### src/rtl/keypad_scanner.sv
// 4x3 matrix keypad scanner: drives one column at a time, assembles a 12-bit frame,
// and debounces whole frames into one key_valid pulse per press.
module keypad_scanner #(
  parameter int SCAN_DIV       = 4,
  parameter int DEBOUNCE_SCANS = 3
) (
  input  logic       clk,
  input  logic       rst,
  input  logic [3:0] key_row,
  output logic [2:0] key_col,
  output logic       key_valid,
  output logic [3:0] key_code,
  output logic       key_held
);

  localparam int DIV_W = $clog2(SCAN_DIV);
  localparam int CNT_W = $clog2(DEBOUNCE_SCANS + 1);
  localparam logic [DIV_W-1:0] DIV_MAX = DIV_W'(SCAN_DIV - 1);
  localparam logic [CNT_W-1:0] CNT_MAX = CNT_W'(DEBOUNCE_SCANS);
  localparam logic [CNT_W-1:0] CNT_ONE = CNT_W'(1);

  localparam logic [1:0] IDLE     = 2'd0;
  localparam logic [1:0] DEBOUNCE = 2'd1;
  localparam logic [1:0] PRESSED  = 2'd2;
  localparam logic [1:0] RELEASE  = 2'd3;

  logic [3:0]       row_meta_reg, row_sync_reg;
  logic [DIV_W-1:0] div_cnt_reg;
  logic [1:0]       col_idx_reg;
  logic [3:0]       frame_slot_reg [2];
  logic [1:0]       state_reg, state_next;
  logic [3:0]       cand_reg, cand_next;
  logic [CNT_W-1:0] cnt_reg, cnt_next, cnt_inc;
  logic             tick, frame_close, accept, held_clr;
  logic [11:0]      frame_bits;
  logic [3:0]       hits;
  logic [3:0]       hit_code;
  logic             is_none, is_single;

  function automatic logic [3:0] key_map(input int r, input int c);
    if (r < 3) return 4'(3 * r + c + 1);
    case (c)
      0:       return 4'hA;
      1:       return 4'h0;
      default: return 4'hB;
    endcase
  endfunction

  always_ff @(posedge clk or negedge rst) begin
    if (!rst) begin
      row_meta_reg <= '0;
      row_sync_reg <= '0;
    end else begin
      row_meta_reg <= key_row;
      row_sync_reg <= row_meta_reg;
    end
  end

  assign tick        = (div_cnt_reg == DIV_MAX);
  assign frame_close = tick && (col_idx_reg == 2'd2);
  assign key_col     = 3'b001 << col_idx_reg;

  always_ff @(posedge clk or negedge rst) begin
    if (!rst) begin
      div_cnt_reg <= '0;
      col_idx_reg <= 2'd0;
    end else begin
      div_cnt_reg <= tick ? '0 : div_cnt_reg + 1'b1;
      if (tick) col_idx_reg <= (col_idx_reg == 2'd2) ? 2'd0 : col_idx_reg + 2'd1;
    end
  end

  // Column 2 is never stored: it is read live from the synchronizer on the closing tick.
  genvar gi;
  generate
    for (gi = 0; gi < 2; gi++) begin : g_slot
      always_ff @(posedge clk or negedge rst) begin
        if (!rst) frame_slot_reg[gi] <= '0;
        else if (tick && col_idx_reg == 2'(gi)) frame_slot_reg[gi] <= row_sync_reg;
      end
    end
  endgenerate

  assign frame_bits = {row_sync_reg, frame_slot_reg[1], frame_slot_reg[0]};

  always_comb begin
    hits     = 4'd0;
    hit_code = 4'd0;
    for (int c = 0; c < 3; c++) begin
      for (int r = 0; r < 4; r++) begin
        if (frame_bits[c * 4 + r]) begin
          hits     = hits + 4'd1;
          hit_code = key_map(r, c);
        end
      end
    end
  end

  assign is_none   = (hits == 4'd0);
  assign is_single = (hits == 4'd1);
  assign cnt_inc   = cnt_reg + 1'b1;

  always_comb begin
    state_next = state_reg;
    cand_next  = cand_reg;
    cnt_next   = cnt_reg;
    accept     = 1'b0;
    held_clr   = 1'b0;
    if (frame_close) begin
      case (state_reg)
        IDLE: begin
          if (is_single) begin
            cand_next = hit_code;
            cnt_next  = CNT_ONE;
            if (CNT_MAX == CNT_ONE) accept = 1'b1;
            else                    state_next = DEBOUNCE;
          end
        end
        DEBOUNCE: begin
          if (is_single) begin
            if (hit_code == cand_reg) begin
              cnt_next = cnt_inc;
              if (cnt_inc == CNT_MAX) accept = 1'b1;
            end else begin
              cand_next = hit_code;
              cnt_next  = CNT_ONE;
            end
          end else begin
            state_next = IDLE;
          end
        end
        PRESSED: begin
          if (is_none) begin
            cnt_next = CNT_ONE;
            if (CNT_MAX == CNT_ONE) begin
              held_clr   = 1'b1;
              state_next = IDLE;
            end else begin
              state_next = RELEASE;
            end
          end
        end
        default: begin
          if (is_none) begin
            cnt_next = cnt_inc;
            if (cnt_inc == CNT_MAX) begin
              held_clr   = 1'b1;
              state_next = IDLE;
            end
          end else begin
            state_next = PRESSED;
          end
        end
      endcase
      if (accept) state_next = PRESSED;
    end
  end

  always_ff @(posedge clk or negedge rst) begin
    if (!rst) begin
      state_reg <= IDLE;
      cand_reg  <= 4'd0;
      cnt_reg   <= '0;
      key_valid <= 1'b0;
      key_code  <= 4'hF;
      key_held  <= 1'b0;
    end else begin
      state_reg <= state_next;
      cand_reg  <= cand_next;
      cnt_reg   <= cnt_next;
      key_valid <= accept;
      if (accept) begin
        key_code <= cand_next;
        key_held <= 1'b1;
      end else if (held_clr) begin
        key_held <= 1'b0;
      end
    end
  end

endmodule

### config.mk
export PLATFORM = sky130hd
export DESIGN_NAME = keypad_scanner
export DESIGN_NICKNAME = d
export VERILOG_FILES = /design/src/rtl/keypad_scanner.sv
export SDC_FILE = /design/constraint.sdc
export NUM_CORES = 1
export LEC_CHECK = 0
export BUFFER_PORTS_ARGS = -buffer_cell sky130_fd_sc_hd__buf_2
export CAP_MARGIN = 20
export CORE_MARGIN = 1
export CORE_UTILIZATION = 40
export CTS_BUF_LIST = sky130_fd_sc_hd__clkbuf_8 sky130_fd_sc_hd__clkbuf_16
export DETAILED_ROUTE_END_ITERATION = 8
export GPL_ROUTABILITY_DRIVEN = 0
export GPL_TIMING_DRIVEN = 0
export REMOVE_ABC_BUFFERS = 1
export SYNTH_ARGS = -nofsm -noshare
export SYNTH_HDL_FRONTEND = slang
export SYNTH_SLANG_ARGS = --single-unit
export TNS_END_PERCENT = 100
### constraint.sdc
create_clock -name clk -period 13.95 [get_ports clk]
set_input_delay 2.0925 -clock clk [delete_from_list [all_inputs] [get_ports clk]]
set_output_delay 2.0925 -clock clk [all_outputs]
set_load 0.005 [all_outputs]
# Yosys cells after proc, flatten, opt, wreduce, memory -nomap -nowiden
# Index checks and enable logic that the tools add are counted.
[word_totals]
latchBits = 0
n_memories = 0
mem_bits_ro = 0
reg_bits = 34
ram_bits = 0
input_bits = 6
elab_cells = 125
[op_classes]
addsub = 14
n_reduce_logical = 11
mul = 0
n_div = 0
magnitude_cmp = 0
n_bitwise = 0
mux = 72
shifts = 1
n_eq_ne = 15
[ops]
columns = ["cell", "count"]
rows = [
  ["4-bit two-way mux", 33],
  ["4-bit by 1-bit adder with 4-bit output, second input constant", 11],
  ["2-bit two-way mux", 14],
  ["1-bit two-way mux", 21],
  ["2-bit one-hot mux with 3 select lines", 2],
  ["5-bit AND reduction", 2],
  ["3-bit inequality test, second input constant", 3],
  ["2-bit == test, second input constant", 4],
  ["4-bit one-hot mux with 2 select lines", 1],
  ["2-bit by 1-bit adder with 2-bit output, second input constant", 3],
  ["2-bit inequality test, second input constant", 3],
  ["6-bit by 1-bit inequality test with 1-bit output, second input constant", 1],
  ["2-bit by 1-bit == test with 1-bit output, second input constant", 2],
  ["4-bit by 1-bit == test with 1-bit output, second input constant", 1],
  ["4-bit == test", 1],
  ["2-bit zero test", 2],
  ["4-bit zero test", 1],
  ["1-bit logical AND", 3],
  ["3-bit two-way mux", 1],
  ["3-bit nonzero test", 1],
  ["3-bit OR reduction", 1],
  ["1-bit by 2-bit left shift with 3-bit output, first input constant", 1],
  ["2-bit nonzero test", 1],
]

# Depth between registers and ports, before layout
# Gate-level depths: netlist of the first run.
[logic_depth]
ltp_word = 29
mapped_depth = 34

# Worst setup path after synthesis of the first run
# OpenSTA, ideal clock, no wires.
[synth_path]
path_type = "reg2reg"
startpoint = "register frame_slot_reg (netlist bit frame_bits[0])"
endpoint = "register cand_reg[3]"
slack_ns = 6.813
synth_period_minus_slack_ns = 7.137
required_ns = 13.822
stages_incl_launch_ff = 35
arrival_ns = 7.009
cell_sequence = "dfrtp_1 inv_1 ha_1 xnor2_2 inv_1 ha_1 nand2_1 o31ai_1 ha_1 mux2_2 ha_1 inv_1 a21oi_1 nand2_1 inv_1 ha_1 nand2_1 o21ai_0 ha_1 nor2b_1 a2111oi_0 a21o_1 ha_1 mux2_2 ha_1 a221o_1 ha_1 nand2_1 nand2_1 ha_1 a21oi_1 nand2_1 or3_4 a211oi_2 mux2_1"
[synth_via]
elab_chain_cells = 27
[synth_lines]
columns = ["item", "line", "text"]
rows = [
  ["start, declared", "30", "logic [3:0] frame_slot_reg [2];"],
  ["start signal, assigned by index", "79", "else if (tick && col_idx_reg == 2'(gi)) frame_slot_reg[gi] <= row_sync_reg;"],
  ["1-bit two-way mux", "91", "if (frame_bits[c * 4 + r]) begin"],
  ["4-bit by 1-bit adder with 4-bit output", "92", "hits = hits + 4'd1;"],
  ["4-bit two-way mux", "91", ""],
  ["4-bit by 1-bit adder with 4-bit output", "92", ""],
  ["4-bit two-way mux", "91", ""],
  ["4-bit by 1-bit adder with 4-bit output", "92", ""],
  ["4-bit two-way mux", "91", ""],
  ["4-bit by 1-bit adder with 4-bit output", "92", ""],
  ["[12 not listed]", "n/a", ""],
  ["4-bit two-way mux", "91", ""],
  ["4-bit by 1-bit adder with 4-bit output", "92", ""],
  ["4-bit two-way mux", "91", ""],
  ["4-bit by 1-bit == test with 1-bit output", "100", "assign is_single = (hits == 4'd1);"],
  ["4-bit two-way mux (on tied branches)", "120, 112", ""],
  ["4-bit one-hot mux with 2 select lines (*)", "110", "case (state_reg)"],
  ["4-bit two-way mux (*)", "109", "if (frame_close) begin"],
  ["named net cand_next[3]", "32", "logic [3:0] cand_reg, cand_next;"],
  ["end signal, assigned", "169", "cand_reg <= cand_next;"],
  ["end, declared", "32", ""],
]
# Mark *: on every way through the listed nets, which the timed path passes. The rest lies on a longest branch.
# A chain may end at the register's enable or synchronous reset.

# Final worst setup path of the first run
[layout_path]
startpoint = "register frame_slot_reg (netlist bit frame_bits[1])"
endpoint = "register key_code[1]"
[layout_via]
elab_chain_cells = 26
[layout_lines]
columns = ["item", "line", "text"]
rows = [
  ["4-bit two-way mux", "91", ""],
  ["4-bit by 1-bit adder with 4-bit output", "92", ""],
  ["4-bit two-way mux", "91", ""],
  ["4-bit by 1-bit adder with 4-bit output", "92", ""],
  ["4-bit two-way mux", "91", ""],
  ["4-bit by 1-bit adder with 4-bit output", "92", ""],
  ["4-bit two-way mux", "91", ""],
  ["4-bit by 1-bit adder with 4-bit output", "92", ""],
  ["[9 not listed]", "n/a", ""],
  ["4-bit by 1-bit adder with 4-bit output", "92", ""],
  ["4-bit two-way mux", "91", ""],
  ["4-bit by 1-bit adder with 4-bit output", "92", ""],
  ["4-bit two-way mux", "91", ""],
  ["4-bit by 1-bit == test with 1-bit output", "100", ""],
  ["1-bit two-way mux", "120", "if (is_single) begin"],
  ["1-bit two-way mux", "110", ""],
  ["1-bit two-way mux (2 in a row)", "109", ""],
  ["end signal, assigned", "173", "key_code <= cand_next;"],
  ["end, declared", "12", "output logic [3:0] key_code,"],
]
# Parallel ways exist; a longest one is shown, timed or not. The select of a mux whose other input is x is not followed.

==> qor.csv, run 1 <==
stage;metric;value;unit
status;status;finished, final reports clean;
clock_network;cts-buffers-inserted;5;
synthesis;synth_cells;254;
synthesis;synth_simple_gate_area_share;17.8;%
global_route;grt_pass1_vias;1728;
critical_path;path_max_fanout;5;
sta;fin_skew;0.00211;ns
sta;rsz0062_at_grt;no;
drt;wl_per_cell;13.2;um
final_layout;n_antenna_cell;0;
sta;fmax;0.129;GHz
drt;ant_nets;0;
synthesis;avgSynthCellArea;9.94;um^2
critical_path;endpoint_kind;flip-flop;
synthesis;synth.distinct_cells;61;
synthesis;yosysTopAreaCellShare;29.7;%
clock_network;post_cts_buffers;0;
clock_network;cts_resized;0;
sta;hold_violations;0;
power_and_ir_drop;ir_worst_vdd;0.0000847;V
synthesis;yosysTopAreaCell;dfrtp_1;
synthesis;synth_flop_cell;dfrtp_1;
worst_hold_path;min_path_type;flip-flop to flip-flop;
drt;viasPerCell;5.29;
clock_network;cts_tree;built;
synthesis;synthMuxAreaShare;7.59;%
synthesis;synth_most_common_cell;dfrtp_1;
placed_design;place_area;0.00265;mm^2
synthesis;ys_top_cells_by_count;30 x dfrtp_1, 23 x nor2_1, 22 x nand2_1;
worst_hold_path;hold_end;row_sync_reg[1];
clock_network;htree_levels;2;
floorplanning;initial_core_util;42.1;%
synthesis;synth_top_family_by_area;simple AND/OR/NAND/NOR gates;
critical_path;r2r_start;frame_bits[1];
floorplanning;dieHeight;81.4;um
drt;drt_first_pass_iters;4;
sta;min_period_over_period;55.5;%
final_layout;largest_reg_flops;8;
final_layout;fin_nets;286;
global_route;grt_first_pass_wirelength;7750;um
power_and_ir_drop;finalPower;391;uW
sta;period_minus_slack;7.75;ns
global_route;antenna_found_initial;0;
floorplanning;die_w;81.4;um
critical_path;startpoint_type;flip-flop;
drt;drc;0;
sta;worst_slew_pin_slew;0.768;ns
synthesis;synth_compound_area_share;15.2;%
synthesis;ys_warn_count;0;
floorplanning;dieArea;0.00663;mm^2
global_route;grt_max_degree;35;
global_route;grt.total_usage;15.4;%
critical_path;timing.rr.end;key_code[1];
final_layout;layout-drive-gt1-share;22.5;%
critical_path;ff2ff_setup_slack;6.20;ns
sta;setup_tns;0;ns
clock_network;cts_hold_buffers;0;
placed_design;dpl.hpwl;3490;um
critical_path;slowest_stage;a221o_1;
floorplanning;io-pin-count;15;
sta;final-setup-viol-count;0;
synthesis;synthArstFlopShare;100;%
clock_network;clk_pin_slew;0.07;ns
synthesis;synth_xor_area_share;15.1;%
critical_path;critPathArrivalTime;7.96;ns
sta;timing.slew.headroom;48.4;%
floorplanning;core;0.00599;mm^2
power_and_ir_drop;power_density;141;mW/mm^2
drt;drtIter0Drc;61;
job;max_cap_viol_count;0;
synthesis;yosys.area_share.adder;6.94;%
synthesis;synth_area_leaders;dfrtp_1 30%, mux2_2 7.1%, ha_1 6.9%, dfstp_2 4.2%, nor2_1 3.4%;
clock_network;clk_latency;0.28;ns
critical_path;path_class;flip-flop to flip-flop;
critical_path;max_stage_delay;0.42;ns
final_layout;fin_area;0.00276;mm^2
clock_network;clock_sinks;34;
worst_hold_path;hold_depth;0;
synthesis;synth_edf_count;0;
synthesis;ys_seq_area_share;33.9;%
synthesis;ys_ff_latch;34;
floorplanning;num_rows;28;
placed_design;portBuffers;14;
drt;vias;1808;
critical_path;r2r_cells;34;
clock_network;cts_root_buf;clkbuf_8;
final_layout;area_growth_syn_to_layout;9.52;%
global_route;overflow;0;
clock_network;clockBufferDepth;2;
synthesis;netlist_area;0.00252;mm^2
worst_hold_path;holdCritStartpoint;row_meta_reg[1];
critical_path;worst_path_most_repeated_cell;ha_1;
critical_path;cp.required;14.16;ns
sta;finalMaxSlewViolations;0;
drt;wl;4500;um
power_and_ir_drop;p_leak;1.27;nW
-- power breakdown --
| group | leakage, nW | total (mW) | internal [mW] | switching, mW |
|---|---|---|---|---|
| Combinational | 0.809 | 0.184 | 0.0855 | 0.0989 |
| Clock | 0.0504 | 0.0893 | 0.0531 | 0.0362 |
| Sequential | 0.414 | 0.117 | 0.107 | 0.0101 |
-- worst max-delay path by stage --
stage                   to          start
3_3_place_gp   key_code[3]  frame_bits[0]
6_report       key_code[1]  frame_bits[1]
3_5_place_dp   key_code[3]  frame_bits[1]
2_1_floorplan  cand_reg[3]  frame_bits[0]
4_1_cts        key_code[1]  frame_bits[1]
5_1_grt        key_code[0]  frame_bits[0]
-- layout make-up --
cell class	count	area, um^2
Clock buffer	5	68.8
Clock inverter	3	45.0
Fill cell	590	3230
Inverter	13	48.8
Multi-Input combinational cell	198	1580
Sequential cell	34	856
Tap cell	75	93.8
Timing Repair Buffer	14	70.1
-- metrics by stage --
stage,hold WS [ns],util [%],setup WS (ns),instances
detailed placement,0.336,44.2,6.19,334
global placement,0.332,44.2,6.25,334
floorplan,0.331,-,6.81,245
global route,0.362,46.1,5.63,342
CTS,0.350,46.1,6.16,342
finish,0.350,46.1,6.20,342
-- worst max-delay path, delay by kind of cell, from the launching register on --
family,cells,cell delay [ns]
multiplexers,3,0.90
AO/OA/AOI/OAI,8,1.88
adder cells (fa/ha/maj),10,2.88
buffers and inverters,4,0.29
AND/OR/NAND/NOR,8,1.04
flip-flops,1,0.38
XOR/XNOR,1,0.29
-- kinds of logic after synthesis --
logic type,after synthesis
mux,17
compound gates,53
fa+ha+maj,14
buf+inv,22
flops,34
simple gates,88
xor+xnor,26
-- placed cells by master, fill, tap and decap left out, types with 2 or more instances in the layout --
cell         n
and3_1       2
o21ai_0     12
mux2_2      16
nand2_1     22
nor4_1       2
a31oi_1      2
a21oi_1      8
and2_1       2
xor2_1       8
clkbuf_8     5
a211oi_2     3
dfrtp_1     30
dfstp_2      4
xnor2_2      2
clkinvlp_4   2
and3b_1      2
xor2_2       2
o21bai_1     2
buf_2       14
or2_2        3
nand3_1      5
nand2b_1     4
xor3_1       3
inv_1       13
nor3_1       9
nor2b_1      2
a21o_1       5
ha_1        14
o41ai_1      2
nor3b_1      5
nor2_1      23
xnor2_1      6
a211oi_1     2
xnor3_1      2
-- routing by layer --
metal	part of all wire, %	up-vias	GRT usage [%]	wire [um]
met4	1.7	0	6.79	76
met1	49	844	18.9	2200
met5	0	-	0	0
met3	2.6	9	2.11	119
li1	-	934	-	-
met2	47	21	26.7	2110
Power figures use the tool's default switching activity.
==> inputs of run 2 (changes only) <==
Clock period 13.95 ns to 7.9 ns, I/O delays scaled along.
==> run 2 against run 1 <==
Effect of this change:
- clock-buffer cell count stayed put
- critical path depth stayed put
- total power is 82% higher
- non-clock buffer count is 2 higher
- wire length is 2.6% higher
- register-to-register slack worse by 5.7 ns
- largest cell class unchanged
- core utilization is 0.69 points higher
- die area stayed put
- clock skew hardly changed
- first-iteration DRC count is 18% lower
==> qor.csv, run 2 (same netlist as run 1, synthesis figures left out) <==
stage;metric;value;unit;change
critical_path;critPathBufInv;4;;unchanged
global_route;grt_max_degree;35;;unchanged
floorplanning;num_rows;28;;unchanged
sta;min_period_over_period;93.3;%;+38 points
critical_path;r2r_cells;34;;unchanged
global_route;grt.total_usage;15.4;%;unchanged
clock_network;clk_pin_slew;0.07;ns;about the same
placed_design;dpl.hpwl;3490;um;unchanged
critical_path;path_class;flip-flop to flip-flop;;
floorplanning;dieArea;0.00663;mm^2;unchanged
drt;vias;1821;;+0.72%
drt;wl_per_cell;13.4;um;+2.0%
final_layout;area_growth_syn_to_layout;11.2;%;
critical_path;startpoint_type;flip-flop;;
placed_design;portBuffers;14;;unchanged
power_and_ir_drop;ir_worst_vdd;0.000150;V;+77%
global_route;overflow;0;;unchanged
critical_path;max_stage_delay;0.42;ns;about the same
critical_path;critPathArrivalTime;7.54;ns;-0.42 ns
sta;final-setup-viol-count;0;;unchanged
clock_network;cts_hold_buffers;0;;unchanged
global_route;grt_busiest_layer;met2;;
drt;drt_first_pass_iters;4;;unchanged
final_layout;largest_reg_flops;8;;unchanged
sta;worst_slew_pin_slew;0.777;ns;+0.00902 ns
final_layout;fin_area;0.00281;mm^2;+1.5%
final_layout;layout-drive-gt1-share;24.2;%;+1.7 points
drt;viasPerCell;5.29;;+0.13%
critical_path;endpoint_kind;flip-flop;;
power_and_ir_drop;power_density;254;mW/mm^2;+79%
critical_path;path_max_fanout;5;;unchanged
clock_network;cts_root_buf;clkbuf_8;;
critical_path;timing.rr.end;cand_reg[3];;
sta;fin_skew;0.00200;ns;-0.000114 ns
clock_network;htree_levels;2;;unchanged
drt;ant_nets;0;;unchanged
floorplanning;core;0.00599;mm^2;unchanged
critical_path;critPathTopFamily;adder cells;;
global_route;grt_use_met1;18.9;%;unchanged
clock_network;clock_sinks;34;;unchanged
critical_path;crit_path_end;cand_reg[3];;
sta;rsz0062_at_grt;no;;
critical_path;worst_path_most_repeated_cell;ha_1;;
critical_path;cp.required;8.07;ns;-6.09 ns
sta;hold_ws;0.349;ns;-0.000518 ns
clock_network;cts-buffers-inserted;5;;unchanged
sta;hold_violations;0;;unchanged
global_route;use_met3;2.11;%;unchanged
drt;drc;0;;unchanged
global_route;use_met2;26.7;%;unchanged
critical_path;slowest_stage;a221o_1;;
final_layout;final_common_cell;dfrtp_1;;
placed_design;place_area;0.00265;mm^2;unchanged
power_and_ir_drop;finalPower;712;uW;+82%
drt;wl;4620;um;+2.6%
power_and_ir_drop;p_leak;1.29;nW;+0.99%
drt;drtIter0Drc;50;;-18%
floorplanning;initial_core_util;42.1;%;unchanged
floorplanning;die_w;81.4;um;unchanged
worst_hold_path;min_path_type;flip-flop to flip-flop;;
sta;fmax;0.136;GHz;+5.1%
clock_network;clockBufferDepth;2;;unchanged
critical_path;cp.depth;34;;unchanged
global_route;grt_first_pass_wirelength;7750;um;unchanged
floorplanning;io-pin-count;15;;unchanged
final_layout;num-fill-cells;588;;-0.34%
sta;timing.slew.headroom;47.8;%;-0.61 points
job;max_cap_viol_count;0;;unchanged
global_route;antenna_found_initial;0;;unchanged
final_layout;n_antenna_cell;0;;unchanged
critical_path;r2r_start;frame_bits[1];;
status;status;finished, final reports clean;;
final_layout;mostFrequentLayoutCells;30 x dfrtp_1, 23 x nor2_1, 22 x nand2_1;;
floorplanning;dieHeight;81.4;um;unchanged
final_layout;fin_nets;288;;+0.70%
critical_path;critical_path.startpoint;frame_bits[1];;
clock_network;cts_tree;built;;
sta;period_minus_slack;7.37;ns;-0.375 ns
global_route;grt_pass1_vias;1728;;unchanged
sta;setup_tns;0;ns;unchanged
clock_network;clk_latency;0.28;ns;about the same
critical_path;ff2ff_setup_slack;0.53;ns;-5.68 ns
sta;finalMaxSlewViolations;0;;unchanged
-- run 2: timing repair --
action,4_1_cts,5_1_grt
setup buffers,0,2
gates resized for setup,0,6
endpoints found under the setup margin,0,12
-- run 2: layout make-up --
type | count | area (um^2) | area share, %
inverter | 13 | 48.8 | 1.74
timing repair buffer | 16 | 85.1 | 3.03
multi-input combinational | 198 | 1610 | 57.3
tap | 75 | 93.8 | 3.35
clock inverter | 3 | 45.0 | 1.61
clock buffer | 5 | 68.8 | 2.45
sequential | 34 | 856 | 30.5
-- run 2: metrics by stage --
step | utilization (%) | worst slack [ns] | cells
after detailed placement | 44.2 | 0.136 | 334
after CTS | 46.1 | 0.113 | 342
final | 46.8 | 0.528 | 344
after floorplan | - | 0.760 | 245
after global placement | 44.2 | 0.201 | 334
after global routing | 46.8 | 0.0412 | 344
-- run 2: how the worst min path moves through the flow --
stage / depth (start not counted) / startpoint / slack [ns] / to
after CTS: 0 / row_meta_reg[1] / 0.35 / row_sync_reg[1]
after detailed placement: 0 / row_meta_reg[1] / 0.34 / row_sync_reg[1]
after global routing: 0 / row_meta_reg[0] / 0.36 / row_sync_reg[0]
after global placement: 0 / row_meta_reg[0] / 0.33 / row_sync_reg[0]
after floorplan: 0 / row_meta_reg[0] / 0.33 / row_sync_reg[0]
final: 0 / row_meta_reg[1] / 0.35 / row_sync_reg[1]
-- run 2: routing by layer --
metal | share of wire [%] | vias up
met5 | 0 | -
met4 | 1.7 | 0
met3 | 2.3 | 9
met2 | 47 | 23
met1 | 49 | 852
li1 | - | 937
-- run 2: power breakdown --
| group | total, mW | internal (mW) | switching (mW) |
|---|---|---|---|
| logic | 0.347 | 0.162 | 0.184 |
| clock network | 0.158 | 0.0938 | 0.0644 |
| registers | 0.207 | 0.189 | 0.0181 |
==> inputs of run 3 (changes only) <==
Settings changed: GPL_TIMING_DRIVEN 0 to not set.
==> run 3 against run 2 <==
Effect of this change:
- total power is 2.4% lower
- sequential power hardly changed
- setup slack better by 0.0041 ns
- sequential cell count stayed put
- final area hardly changed
- clock skew is 0.0030 ns higher
- fmax hardly changed
- hold slack worse by 0.0015 ns
- largest cell class unchanged
==> qor.csv, run 3 (same netlist as run 1, synthesis figures left out) <==
stage;metric;value;unit;change
status;status;finished, final reports clean;;
sta;fin_skew;0.00501;ns;+0.00301 ns
clock_network;htree_levels;2;;unchanged
drt;drtIter0Drc;64;;+28%
sta;fmax;0.136;GHz;about the same
placed_design;pre_cts_ws;0.177;ns;+0.0406 ns
clock_network;cts-buffers-inserted;5;;unchanged
power_and_ir_drop;p_leak;1.29;nW;+0.24%
placed_design;place_area;0.00265;mm^2;unchanged
final_layout;n_antenna_cell;0;;unchanged
global_route;grt.total_usage;16.1;%;+0.73 points
sta;hold_ws;0.348;ns;-0.00150 ns
final_layout;largest_reg_flops;8;;unchanged
final_layout;layout-drive-gt1-share;25.2;%;+1.0 points
placed_design;portBuffers;14;;unchanged
sta;min_period_over_period;93.3;%;about the same
clock_network;clock_sinks;34;;unchanged
sta;worst_slew_pin_slew;0.794;ns;+0.0172 ns
critical_path;critPathArrivalTime;7.54;ns;about the same
clock_network;cts_root_buf;clkbuf_8;;
clock_network;cts_hold_buffers;0;;unchanged
sta;setup_tns;0;ns;unchanged
critical_path;startpoint_type;flip-flop;;
sta;finalMaxSlewViolations;0;;unchanged
drt;drt_first_pass_iters;4;;unchanged
drt;wl_per_cell;13.7;um;+2.2%
global_route;overflow;0;;unchanged
sta;period_minus_slack;7.37;ns;-0.00406 ns
global_route;antenna_found_initial;0;;unchanged
sta;hold_violations;0;;unchanged
final_layout;final_common_cell;dfrtp_1;;
final_layout;fin_area;0.00280;mm^2;about the same
global_route;grt_first_pass_wirelength;8220;um;+6.1%
floorplanning;initial_core_util;42.1;%;unchanged
final_layout;num-fill-cells;583;;-0.85%
critical_path;slowest_stage;dfrtp_1;;
critical_path;endpoint_kind;flip-flop;;
final_layout;fin_nets;289;;+0.35%
critical_path;path_class;flip-flop to flip-flop;;
drt;ant_nets;0;;unchanged
floorplanning;num_rows;28;;unchanged
sta;worst_slack;0.532;ns;+0.00406 ns
job;max_cap_viol_count;0;;unchanged
critical_path;max_stage_delay;0.66;ns;+0.24 ns
floorplanning;io-pin-count;15;;unchanged
critical_path;worst_path_most_repeated_cell;ha_1;;
clock_network;clk_latency;0.28;ns;about the same
drt;vias;1840;;+1.0%
final_layout;stdcell_count;345;;+0.29%
floorplanning;dieHeight;81.4;um;unchanged
global_route;grt_max_degree;35;;unchanged
final_layout;mostFrequentLayoutCells;30 x dfrtp_1, 23 x nor2_1, 22 x nand2_1;;
placed_design;dpl.hpwl;3580;um;+2.7%
global_route;grt_pass1_vias;1788;;+3.5%
power_and_ir_drop;ir_worst_vdd;0.000166;V;+11%
sta;rsz0062_at_grt;no;;
drt;viasPerCell;5.33;;+0.75%
sta;final-setup-viol-count;0;;unchanged
critical_path;path_max_fanout;13;;+8
placed_design;placed_cells;334;;unchanged
floorplanning;core;0.00599;mm^2;unchanged
clock_network;cts_tree;built;;
floorplanning;die_w;81.4;um;unchanged
clock_network;clk_pin_slew;0.07;ns;about the same
worst_hold_path;min_path_type;flip-flop to flip-flop;;
sta;timing.slew.headroom;46.6;%;-1.2 points
drt;drc;0;;unchanged
final_layout;area_growth_syn_to_layout;11.1;%;about the same
floorplanning;dieArea;0.00663;mm^2;unchanged
drt;wl;4730;um;+2.5%
critical_path;cp.required;8.07;ns;about the same
clock_network;clockBufferDepth;2;;unchanged
power_and_ir_drop;power_density;248;mW/mm^2;-2.3%
## run 3: metal layers
| layer | vias up | part of all wire (%) | global-route usage [%] |
|---|---|---|---|
| li1 | 939 | - | - |
| met1 | 874 | 49 | 21.7 |
| met2 | 20 | 48 | 26.4 |
| met3 | 7 | 2.4 | 2.44 |
| met4 | 0 | 1.2 | 5.18 |
| met5 | - | 0 | 0 |
## run 3: cell type report
| type | instances | area (um^2) | area share, % |
|---|---|---|---|
| Timing Repair Buffer | 17 | 92.6 | 3.30 |
| Sequential cell | 34 | 856 | 30.5 |
| Multi-Input combinational cell | 198 | 1620 | 57.7 |
| Tap cell | 75 | 93.8 | 3.35 |
| Clock buffer | 6 | 82.6 | 2.95 |
| Clock inverter | 2 | 12.5 | 0.446 |
| Inverter | 13 | 48.8 | 1.74 |
## run 3: report_power, final
part / switching, mW / internal [mW]
Sequential: 0.0183 / 0.189
Clock: 0.0617 / 0.0700
Combinational: 0.189 / 0.167
Total: 0.269 / 0.426
## run 3: timing repair
action,4_1_cts,5_1_grt
setup endpoints to repair,0,13
buffers inserted,0,3
gates resized for setup,0,8
## run 3: per-stage QoR
step / power, mW / util, %
2_1_floorplan: 0.482 / -
3_3_place_gp: 0.537 / 44.2
3_5_place_dp: 0.539 / 44.2
4_1_cts: 0.677 / 45.8
5_1_grt: 0.758 / 46.8
6_report: 0.695 / 46.8
## run 3: worst paths after layout
check / start / endpoint / slack, ns / cells after the start
worst min-delay path: row_meta_reg[1] / row_sync_reg[1] / 0.35 / 0
worst max register to register: frame_bits[2] / cand_reg[3] / 0.53 / 32
max in group asynchronous: rst / row_meta_reg[2] / 6.46 / 1
worst max-delay path: frame_bits[2] / cand_reg[3] / 0.53 / 32
min in group asynchronous: rst / div_cnt_reg[1] / 0.96 / 1
worst min register to register: row_meta_reg[1] / row_sync_reg[1] / 0.35 / 0
## run 3: worst max-delay path, delay by kind of cell, from the launching register on
kind	cells	cell delay, ns
and+or+nand+nor	10	1.29
buffers and inverters	2	0.14
AOI/OAI and AO/OA	8	1.69
adders and majority gates	9	2.58
DFF	1	0.66
muxes	3	0.88
